## src/rtl/spgd_pkg.sv

```systemverilog
// spgd_pkg: shared state encoding and counter widths for the SPGD dither sequencer
package spgd_pkg;
  typedef enum logic [2:0] {IDLE, P_SETTLE, P_AVG, M_SETTLE, M_AVG, DIFF} state_t;
  localparam int SETTLE_W = 16;
  localparam int TMO_W = 16;
  localparam int TMR_W = SETTLE_W > TMO_W ? SETTLE_W : TMO_W;
  localparam int ITER_W = 16;
endpackage

```

## src/rtl/spgd_wait_timer.sv

```systemverilog
// spgd_wait_timer: loadable down-counter, TC high while the count is zero
module spgd_wait_timer #(
  parameter int W = 16
) (
  input  logic         CLK,
  input  logic         RST,
  input  logic         LOAD,
  input  logic [W-1:0] LOAD_VAL,
  output logic         TC
);
  logic [W-1:0] cnt;
  // load wins; otherwise count down and park at zero
  always_ff @(posedge CLK)
    if (RST) cnt <= '0;
    else if (LOAD) cnt <= LOAD_VAL;
    else if (cnt != '0) cnt <= cnt - W'(1);
  assign TC = cnt == '0;
endmodule

```

## src/rtl/spgd_dither_sequencer.sv

```systemverilog
// spgd_dither_sequencer: +delta/-delta dither around the averager, emits dJ = J+ - J-
module spgd_dither_sequencer
  import spgd_pkg::*;
#(
  parameter int ADC_WIDTH = 12,
  parameter int SETTLE_CYCLES = 256,
  parameter int TIMEOUT_CYCLES = 4096
) (
  input  logic                     CLK,
  input  logic                     RST,
  input  logic                     START,
  input  logic                     STOP,
  output logic                     AVG_RST,
  input  logic                     AVG_DONE,
  input  logic signed [ADC_WIDTH:0]   AVG_DATA,
  output logic                     PERT_EN,
  output logic                     PERT_SIGN,
  output logic signed [ADC_WIDTH:0]   J_PLUS,
  output logic signed [ADC_WIDTH:0]   J_MINUS,
  output logic signed [ADC_WIDTH+1:0] DJ,
  output logic                     DJ_VALID,
  output logic                     BUSY,
  output logic                     TIMEOUT_ERR,
  output logic [ITER_W-1:0]        ITER_COUNT
);
  // the timer holds N-1 on entry so TC rises after exactly N cycles in the state
  localparam logic [TMR_W-1:0] SETTLE_LD = TMR_W'(SETTLE_CYCLES - 1);
  localparam logic [TMR_W-1:0] TMO_LD = TMR_W'(TIMEOUT_CYCLES - 1);
  state_t state;
  logic stop_q, tc, in_settle, in_avg, tmr_load;
  logic [TMR_W-1:0] tmr_val;
  // reload the shared timer on every entry into a settle or averaging state
  always_comb begin
    in_settle = state == P_SETTLE || state == M_SETTLE;
    in_avg = state == P_AVG || state == M_AVG;
    tmr_load = (state == IDLE && START) || (in_settle && tc) || (in_avg && AVG_DONE) || (state == DIFF && !stop_q);
    tmr_val = in_settle ? TMO_LD : SETTLE_LD;
  end
  spgd_wait_timer #(.W(TMR_W)) u_timer (
    .CLK(CLK),
    .RST(RST),
    .LOAD(tmr_load),
    .LOAD_VAL(tmr_val),
    .TC(tc)
  );
  // sequencer FSM with registered outputs, metric capture and iteration count
  always_ff @(posedge CLK)
    if (RST) begin
      state <= IDLE;
      stop_q <= 1'b0;
      AVG_RST <= 1'b1;
      PERT_EN <= 1'b0;
      PERT_SIGN <= 1'b0;
      J_PLUS <= '0;
      J_MINUS <= '0;
      DJ <= '0;
      DJ_VALID <= 1'b0;
      BUSY <= 1'b0;
      TIMEOUT_ERR <= 1'b0;
      ITER_COUNT <= '0;
    end else begin
      DJ_VALID <= 1'b0;
      if (state != IDLE && STOP) stop_q <= 1'b1;
      unique case (state)
        IDLE:
          if (START) begin
            state <= P_SETTLE;
            stop_q <= STOP;
            PERT_EN <= 1'b1;
            PERT_SIGN <= 1'b0;
            AVG_RST <= 1'b1;
            BUSY <= 1'b1;
            TIMEOUT_ERR <= 1'b0;
            ITER_COUNT <= '0;
          end
        P_SETTLE, M_SETTLE:
          if (tc) begin
            state <= state == P_SETTLE ? P_AVG : M_AVG;
            AVG_RST <= 1'b0;
          end
        P_AVG, M_AVG:
          if (AVG_DONE) begin
            if (state == P_AVG) J_PLUS <= AVG_DATA;
            else J_MINUS <= AVG_DATA;
            state <= state == P_AVG ? M_SETTLE : DIFF;
            PERT_EN <= state == P_AVG;
            PERT_SIGN <= state == P_AVG;
            AVG_RST <= 1'b1;
          end else if (tc) begin
            state <= IDLE;
            stop_q <= 1'b0;
            TIMEOUT_ERR <= 1'b1;
            PERT_EN <= 1'b0;
            PERT_SIGN <= 1'b0;
            AVG_RST <= 1'b1;
            BUSY <= 1'b0;
          end
        DIFF: begin
          DJ <= {J_PLUS[ADC_WIDTH], J_PLUS} - {J_MINUS[ADC_WIDTH], J_MINUS};
          DJ_VALID <= 1'b1;
          ITER_COUNT <= ITER_COUNT + ITER_W'(1);
          state <= stop_q ? IDLE : P_SETTLE;
          stop_q <= 1'b0;
          PERT_EN <= !stop_q;
          PERT_SIGN <= 1'b0;
          BUSY <= !stop_q;
        end
        default: state <= IDLE;
      endcase
    end
endmodule

```

## config.mk

```make
export PLATFORM = sky130hd
export DESIGN_NAME = spgd_dither_sequencer
export DESIGN_NICKNAME = d
export VERILOG_FILES = /design/src/rtl/spgd_pkg.sv /design/src/rtl/spgd_wait_timer.sv /design/src/rtl/spgd_dither_sequencer.sv
export SDC_FILE = /design/constraint.sdc
export NUM_CORES = 1
export LEC_CHECK = 0
export BUFFER_PORTS_ARGS = -buffer_cell sky130_fd_sc_hd__clkbuf_2
export CORE_ASPECT_RATIO = 1.5
export CORE_UTILIZATION = 60
export CTS_CLUSTER_DIAMETER = 60
export DETAILED_ROUTE_END_ITERATION = 10
export PLACE_DENSITY = 0.85
export REMOVE_ABC_BUFFERS = 1
export SLEW_MARGIN = 0
export SYNTH_ARGS = -nofsm -noshare
export SYNTH_HDL_FRONTEND = slang
export SYNTH_SLANG_ARGS = --single-unit
```

## constraint.sdc

```tcl
create_clock -name CLK -period 3.2 [get_ports CLK]
set_clock_uncertainty 0.05 [all_clocks]
set_input_delay 0.16 -clock CLK [delete_from_list [all_inputs] [get_ports CLK]]
set_output_delay 0.16 -clock CLK [all_outputs]
set_load 0.02 [all_outputs]
```

==> results of run 1 <==
-- repair_timing --
item / in CTS / in global routing
endpoints found under the setup margin: 0 / 0
resized for setup: 0 / 0
hold endpoints to repair: 19 / 0
hold buffers: 10 / 0
-- layout make-up --
class | instances | share of cell area
sequential | 82 | 0.330
clock buffer | 10 | 0.0257
timing repair buffer | 92 | 0.104
clock inverter | 5 | 0.0257
inverter | 25 | 0.0189
tap | 78 | 0.0196
multi-input combinational | 405 | 0.476
-- cells by family (layout without fill, tap and decap cells) --
kind of cell / after synthesis / after routing / share of synthesized area
buffers and inverters: 51 / 132 / 0.0462
AND/OR/NAND/NOR: 223 / 223 / 0.256
flip-flops: 82 / 82 / 0.391
AO/OA/AOI/OAI: 146 / 146 / 0.212
multiplexers: 8 / 8 / 0.0206
adder cells (fa/ha/maj): 16 / 16 / 0.0494
XOR/XNOR: 12 / 12 / 0.0250
-- tightest hold or removal path, cell delays in order --
cell	delay (ps)
clkbuf_2	100
nand2_1	50
a21oi_1	50
-- Yosys cell counts, drive strengths merged (3+ instances only) --
master	number
nand2	89
o31ai	5
or2	3
o21ai	21
nand3	21
clkbuf	22
ha	15
dfxtp	82
a31oi	4
nand3b	4
mux2	5
and3	5
nor3	15
nand4	7
mux2i	3
a21o	9
o21a	5
nor4	3
xor2	7
nor2	49
nand2b	9
nor2b	3
a211oi	6
xnor2	5
or3	6
a311oi	4
o21bai	4
a21oi	68
o211ai	7
buf	4
inv	25
-- state kept, by name (all words and copies together), names as in the netlist, 3 cells and up --
register     count
DJ              14
ITER_COUNT      16
J_MINUS         13
J_PLUS          13
state            3
u_timer.cnt     16
-- through the flow --
step / setup WS (ps) / instance area, sq um
after global placement: 843 / 4620
after global routing: 553 / 4970
after detailed placement: 756 / 4620
final: 723 / 4970
after floorplan: 900 / 4100
after CTS: 745 / 4970
-- worst max-delay path by stage --
stage                   start  endpoint  cells past startpoint
finish              J_PLUS[0]    DJ[12]                      9
global route        J_PLUS[0]    DJ[12]                      9
global placement    J_PLUS[0]    DJ[12]                      9
CTS                 J_PLUS[0]    DJ[12]                      9
detailed placement  J_PLUS[0]    DJ[12]                      9
floorplan           J_PLUS[0]    DJ[12]                      9
-- routing by layer --
| layer | vias up | wire length, um | global-route usage |
|---|---|---|---|
| li1 | 2039 | - | - |
| met5 | - | 0 | 0 |
| met4 | 0 | 405 | 0.157 |
| met1 | 1872 | 4070 | 0.309 |
| met2 | 152 | 5520 | 0.521 |
| met3 | 37 | 472 | 0.0543 |
-- report_power, final --
group,switching (mW),leakage [nW],internal (mW)
sequential,0.0368,0.665,1.05
clock,0.369,0.123,0.593
combinational,0.136,1.23,0.0982
total,0.542,2.02,1.74
==> out/metrics.yaml, run 1 <==
hold_end: "J_PLUS[7]"
synth_top_area_cell: "dfxtp_1"
die-area_sq_um: 7350
io_buffers: 79
wirelength_um: 10500
syn_to_final_growth_pct: 18.3
cts_max_level: 3
mostFrequentLayoutCells: "89 x nand2_1, 82 x dfxtp_1, 79 x clkbuf_2, 68 x a21oi_1, 48 x nor2_1"
clock.fmax_mhz: 404
layout_commonest_cell: "nand2_1"
finalPower_mw: 2.28
seq_area_frac_synth: 0.391
worst_skew_pair.late_latency_ps: 360
post-route-period-util: 0.774
synth_area_leaders: "dfxtp_1 39%, a21oi_1 8.1%, nand2_1 8.0%, ha_1 4.5%, nor2_1 4.3%"
cp.required_ps: 3410
synth_seq_cells: 82
rrSetupSlack_ps: 720
antenna_left: 0
hold_path_class: "input port to flop"
coreArea_sq_um: 6810
synth_area_sq_um: 4200
cp.buffers_inverters: 1
slew_violations: 0
hold_viol_final: 1
yosys_warnings: 0
post_drt_wl_per_cell_um: 15.0
drc: 0
floorplan.die.width_um: 70.3
cp_top_family: "compound AO/OA/AOI/OAI gates"
worstRegToRegCells: 9
critPathMaxStageDelay_ps: 390
dr.first_iter.drc_count: 280
place_congestion: 0.951
grt-ovfl-total: 0
cts_buffers: 9
r2r-start: "J_PLUS[0]"
antenna_found_initial: 0
grt_max_degree: 43
seqCellArea_sq_um: 1640
ctsRootBufferMaster: "clkbuf_8"
cts.sinks: 82
synthArstFlopShare: 0
cp_cell_sequence: "inv_1, ha_1, fa_1, nor2b_1, o2111ai_1, a21oi_1, o21ai_0, a21o_1, a32o_1"
vias_per_cell: 5.88
power_density_nw_per_um2: 459
avgSynthCellArea_sq_um: 7.81
ir_worst_vdd_v: 0.000322
crit_fanout: 3
end_kind: "flop"
die_h_um: 104
fp-row-count: 37
grt_pass1_vias: 3901
synth-main-ff-cell: "dfxtp_1"
cts_max_path_buffers: 2
stdcell_count: 697
worstHoldStart: "AVG_DATA[7]"
utilization: 0.730
final_layout_size_suffix_gt1_frac: 0.181
initial_core_util: 0.617
dp.cells: 672
first_pass_iters: 5
hold_ws_ps: -3.14
tns_ps: 0
grt.total_usage: 0.289
tightestPinTransition_ps: 814
multi_input_area_sq_um: 2360
timing.rr.end: "DJ[12]"
setup-violations-final: 0
finalNetCount: 649
post-cts-setup-buffer-count: 0
drv_cap: 0
violations: "hold timing"
crit_type: "flop to flop"
clkTransAtPathRegs_ps: 90
io_pins: 80
vias: 4100
dpl.hpwl_um: 7410
grt_pass1_wl_um: 17300
ys_types: 56
fin_crit_ps: 2480
tritoncts: "yes"
power_leakage_nw: 2.02
slowest_stage: "fa_1"
status: "finished, violations left"
max_slew_margin: 0.457
syn_inst: 538
hold_path_depth: 3
fillers: 531
synth-edff-count: 0
cp-start-kind: "flop"
diodes: 0
yosysTopAreaCellShare: 0.391
rsz0062_at_grt: "no"
critPathArrivalTime_ps: 2680
(Power assumes the default switching activity.)
==> run 2: changes to the inputs <==
CORE_UTILIZATION = 55   (was 60)
PLACE_DENSITY = 0.79   (was 0.85)
clock period = 2.28 ns   (was 3.2 ns; I/O delays follow)
==> out/metrics.yaml, run 2 (same netlist as run 1, synthesis figures left out) <==
dr.first_iter.drc_count: 262  # -6.4%
top_regs: "ITER_COUNT x16, u_timer.cnt x16, DJ x14"
status: "complete, no violations"
place_congestion: 0.912  # -4.1%
worstHoldStart: "STOP"
io_buffers: 79  # unchanged
drv_cap: 0  # unchanged
grt-ovfl-total: 0  # unchanged
floorplan.die.width_um: 73.4  # +4.3%
tns_ps: 0  # unchanged
worst_skew_pair.late_latency_ps: 370  # about the same
first_pass_iters: 4  # -1
grt.total_usage: 0.279  # -0.0102
ctsRootBufferMaster: "clkbuf_8"
fillers: 632  # +19%
crit_type: "flop to flop"
final_layout_size_suffix_gt1_frac: 0.219  # +0.0382
die_h_um: 109  # +4.4%
fin_crit_ps: 2170  # -310 ps
critPathMaxStageDelay_ps: 410  # +20 ps
tightestPinTransition_ps: 689  # -125 ps
setup-violations-final: 0  # unchanged
design_area_sq_um: 5140  # +3.4%
drc: 0  # unchanged
cts_buffers: 9  # unchanged
post-route-period-util: 0.950  # +0.176
slew_violations: 0  # unchanged
critPathArrivalTime_ps: 2380  # -300 ps
grt_max_degree: 52  # +21%
layout_commonest_cell: "nand2_1"
diodes: 0  # unchanged
dpl.hpwl_um: 7870  # +6.1%
multi_input_area_sq_um: 2400  # +1.7%
power_leakage_nw: 2.11  # +4.6%
initial_core_util: 0.574  # -0.0436
vias_per_cell: 5.62  # -4.4%
syn_to_final_growth_pct: 22.3
slowest_stage: "fa_2"
worstRegToRegCells: 9  # unchanged
fp-row-count: 38  # +2.7%
utilization: 0.702  # -0.0287
hold_path_class: "input port to flop"
dp.cells: 706  # +5.1%
hold_viol_final: 0  # -1
vias: 4156  # +1.4%
timing.rr.end: "DJ[12]"
r2r-start: "J_PLUS[0]"
wirelength_um: 10800  # +2.7%
end_kind: "flop"
crit_fanout: 3  # unchanged
coreArea_sq_um: 7320  # +7.6%
tritoncts: "yes"
cp-start-kind: "flop"
finalNetCount: 668  # +2.9%
mostFrequentLayoutCells: "89 x nand2_1, 79 x clkbuf_2, 78 x dfxtp_1, 67 x a21oi_1, 48 x nor2_1"
post_drt_wl_per_cell_um: 14.6  # -3.1%
cts.sinks: 82  # unchanged
placed_area_sq_um: 4750  # +2.8%
die-area_sq_um: 8000  # +8.9%
power_density_nw_per_um2: 560  # +22%
antenna_left: 0  # unchanged
grt_pass1_vias: 3900  # -0.026%
cp.required_ps: 2490  # -920 ps
rrSetupSlack_ps: 110  # -610 ps
cp_cell_sequence: "inv_1, ha_2, fa_2, nor2b_4, o2111ai_2, a21oi_2, o21ai_1, a21o_1, a32o_1"
grt_pass1_wl_um: 17200  # -0.52%
io_pins: 80  # unchanged
hold_path_depth: 3  # unchanged
seqCellArea_sq_um: 1650  # +0.46%
stdcell_count: 739  # +6.0%
antenna_found_initial: 0  # unchanged
clock.fmax_mhz: 461  # +14%
clkTransAtPathRegs_ps: 80  # about the same
cts_max_path_buffers: 2  # unchanged
ir_worst_vdd_v: 0.000407  # +26%
hold_end: "stop_q"
cts_max_level: 3  # unchanged
max_slew_margin: 0.541  # +0.0835
-- run 2: power breakdown --
part           leakage, nW  switching [mW]  internal (mW)
logic                 1.35           0.199          0.166
clock network       0.0965           0.509          0.483
registers            0.666          0.0511           1.47
-- run 2: layout make-up --
type / instances / area share
Multi-Input combinational cell: 405 / 0.468
Sequential cell: 82 / 0.321
Timing Repair Buffer: 111 / 0.133
Clock buffer: 14 / 0.0336
Tap cell: 100 / 0.0243
Inverter: 25 / 0.0183
Clock inverter: 2 / 0.00195
-- run 2: critical path, delay by kind of cell, from the launching register on --
family	cells	cell delay (ps)
adders and majority gates	2	610
AOI/OAI and AO/OA	5	890
and+or+nand+nor	1	140
buffers and inverters	1	40
DFF	1	330
-- run 2: how the worst max path moves through the flow --
stage,start,endpoint,slack [ps]
finish,J_PLUS[0],DJ[12],110
global route,u_timer.cnt[0],u_timer.cnt[14],-10
CTS,J_PLUS[0],DJ[12],4
detailed placement,J_PLUS[0],DJ[12],-50
global placement,J_PLUS[0],DJ[12],-9
floorplan,J_PLUS[0],DJ[12],-20
-- run 2: through the flow --
stage          worst slack (ps)  hold WS [ps]  power [mW]
2_1_floorplan             -20.1           133        1.76
3_3_place_gp              -8.62           303        1.87
3_5_place_dp              -50.6           310        1.88
4_1_cts                    4.47          5.10        2.88
5_1_grt                   -11.2          18.9        2.99
6_report                    113          11.9        2.88
-- run 2: timing repair --
item,4_1_cts,5_1_grt
hold buffers,14,0
endpoints found under the hold margin,27,0
buffers inserted,0,3
setup endpoints to repair,3,13
pin swaps,1,7
resized for setup,2,15
-- run 2: metal layers --
| layer | vias to the layer above | part of all wire | track usage |
|---|---|---|---|
| met3 | 42 | 0.041 | 0.0342 |
| li1 | 2078 | - | - |
| met4 | 0 | 0.041 | 0.180 |
| met2 | 132 | 0.53 | 0.503 |
| met1 | 1904 | 0.39 | 0.301 |
| met5 | - | 0 | 0 |
==> run 3: changes to the inputs <==
CELL_PAD_IN_SITES_DETAIL_PLACEMENT = 0   (was not set)
CELL_PAD_IN_SITES_GLOBAL_PLACEMENT = 2   (was not set)
CORE_UTILIZATION = 32   (was 55)
PLACE_DENSITY = not set   (was 0.79)
PLACE_DENSITY_LB_ADDON = 0.1   (was not set)
==> out/metrics.yaml, run 3 (same netlist as run 1, synthesis figures left out) <==
grt_max_degree: 65  # +25%
rsz0062_at_grt: "yes"
diodes: 0  # unchanged
antenna_left: 0  # unchanged
tns_ps: 0  # unchanged
first_pass_iters: 4  # unchanged
initial_core_util: 0.332  # -0.241
dpl.hpwl_um: 9310  # +18%
design_area_sq_um: 5440  # +5.8%
antenna_found_initial: 0  # unchanged
wirelength_um: 12300  # +15%
fp-row-count: 50  # +32%
power_leakage_nw: 2.23  # +5.6%
cp-start-kind: "flop"
crit_type: "flop to flop"
final_layout_size_suffix_gt1_frac: 0.230  # +0.0105
vias: 4065  # -2.2%
max_slew_margin: 0.530  # -0.0109
crit_fanout: 3  # unchanged
mostFrequentLayoutCells: "89 x nand2_1, 81 x dfxtp_1, 79 x clkbuf_2, 66 x a21oi_1, 48 x nor2_1"
vias_per_cell: 5.05  # -10%
status: "complete, no violations"
clock.fmax_mhz: 464  # +0.65%
wl_met1_um: 5230  # +24%
hold_path_class: "input port to flop"
fillers: 1358  # +110%
clkTransAtPathRegs_ps: 60  # -20 ps
die_h_um: 142  # +31%
post-route-period-util: 0.944  # -0.00613
io_buffers: 79  # unchanged
cp_top_family: "compound AO/OA/AOI/OAI gates"
cts_max_level: 3  # unchanged
dr_wl_met2_um: 6590  # +17%
hold_ws_ps: 59.6  # +47.6 ps
drc: 0  # unchanged
floorplan.die.width_um: 95.5  # +30%
tritoncts: "yes"
slowest_stage: "fa_2"
dr.max_layer_used: "met4"
power_density_nw_per_um2: 639  # +14%
post_drt_wl_per_cell_um: 15.3  # +5.3%
seqCellArea_sq_um: 1640  # -0.38%
placed_area_sq_um: 4910  # +3.4%
io_pins: 80  # unchanged
cts.sinks: 82  # unchanged
tightestPinTransition_ps: 706  # +16.4 ps
place_congestion: 0.831  # -8.9%
hold_viol_final: 0  # unchanged
top_regs: "ITER_COUNT x16, u_timer.cnt x16, DJ x14"
ctsRootBufferMaster: "clkbuf_16"
grt_pass1_wl_um: 19800  # +15%
worst_skew_pair.late_latency_ps: 340  # -30 ps
cp_cell_sequence: "inv_2, ha_4, fa_2, nor2b_4, o2111ai_4, a21oi_4, o211ai_1, nor3b_2, o31ai_1"
coreArea_sq_um: 12600  # +73%
finalPower_mw: 3.48  # +21%
cp.buffers_inverters: 1  # unchanged
syn_to_final_growth_pct: 29.5
critPathMaxStageDelay_ps: 410  # about the same
drv_cap: 0  # unchanged
cp.required_ps: 2480  # about the same
cts_buffers: 9  # unchanged
fin_crit_ps: 2150  # -14.0 ps
grt-ovfl-total: 0  # unchanged
die-area_sq_um: 13600  # +70%
end_kind: "flop"
slew_violations: 0  # unchanged
setup-violations-final: 0  # unchanged
dr.first_iter.drc_count: 98  # -63%
cts_max_path_buffers: 2  # unchanged
critPathArrivalTime_ps: 2360  # -20 ps
layout_commonest_cell: "nand2_1"
multi_input_area_sq_um: 2430  # +1.0%
grt_pass1_vias: 3922  # +0.56%
wl_met3_um: 350  # -21%
finalNetCount: 678  # +1.5%
utilization: 0.430  # -0.271
ir_worst_vdd_v: 0.000301  # -26%
grt.total_usage: 0.190  # -0.0892
[run 3: cell count changes in the layout (fill, tap and decap cells not counted), sizes merged]
cell and change:
bufinv +2, clkinv +2, buf +10, clkbuf -4
[run 3: cell type report]
class,count,share of cell area
inverters,25,0.0173
clock inverters,6,0.0147
clock buffers,10,0.0439
well taps,156,0.0359
flip-flops and latches,82,0.302
multi-input cells,405,0.447
repair buffers,121,0.139
[run 3: path summary, 6_finish.rpt]
path            end  cells past startpoint  slack, ps       from
max          DJ[10]                      9        130  J_PLUS[0]
min reg2reg  DJ[11]                      2        410     DJ[11]
max reg2reg  DJ[10]                      9        130  J_PLUS[0]
min          stop_q                      3         60       STOP
[run 3: timing repair]
action,4_1_cts,5_1_grt
setup endpoints to repair,2,5
pin swaps,1,7
hold endpoints to repair,27,0
hold buffers,14,0
gates resized for setup,3,12
setup buffers,0,1
[run 3: worst reg2reg max path, delay by kind of cell, from the launching register on]
| kind | cells | cell delay [ps] |
|---|---|---|
| compound gates | 4 | 740 |
| fa+ha+maj | 2 | 570 |
| flops | 1 | 330 |
| buf+inv | 1 | 40 |
| simple gates | 2 | 340 |
[run 3: stage by stage]
| stage | cells | setup slack (ps) |
|---|---|---|
| 4_1_cts | 804 | 19.4 |
| 2_1_floorplan | 512 | -20.1 |
| 6_report | 805 | 127 |
| 3_3_place_gp | 774 | -73.3 |
| 5_1_grt | 805 | -35.5 |
| 3_5_place_dp | 774 | -77.2 |
[run 3: where the power goes]
group | internal (mW) | switching [mW]
clock | 0.982 | 0.592
combinational | 0.176 | 0.209
sequential | 1.47 | 0.0456
[run 3: layer usage]
layer | vias up | track usage
li1 | 2112 | -
met1 | 1898 | 0.216
met2 | 46 | 0.348
met3 | 9 | 0.0379
met4 | 0 | 0.0566
met5 | - | 0
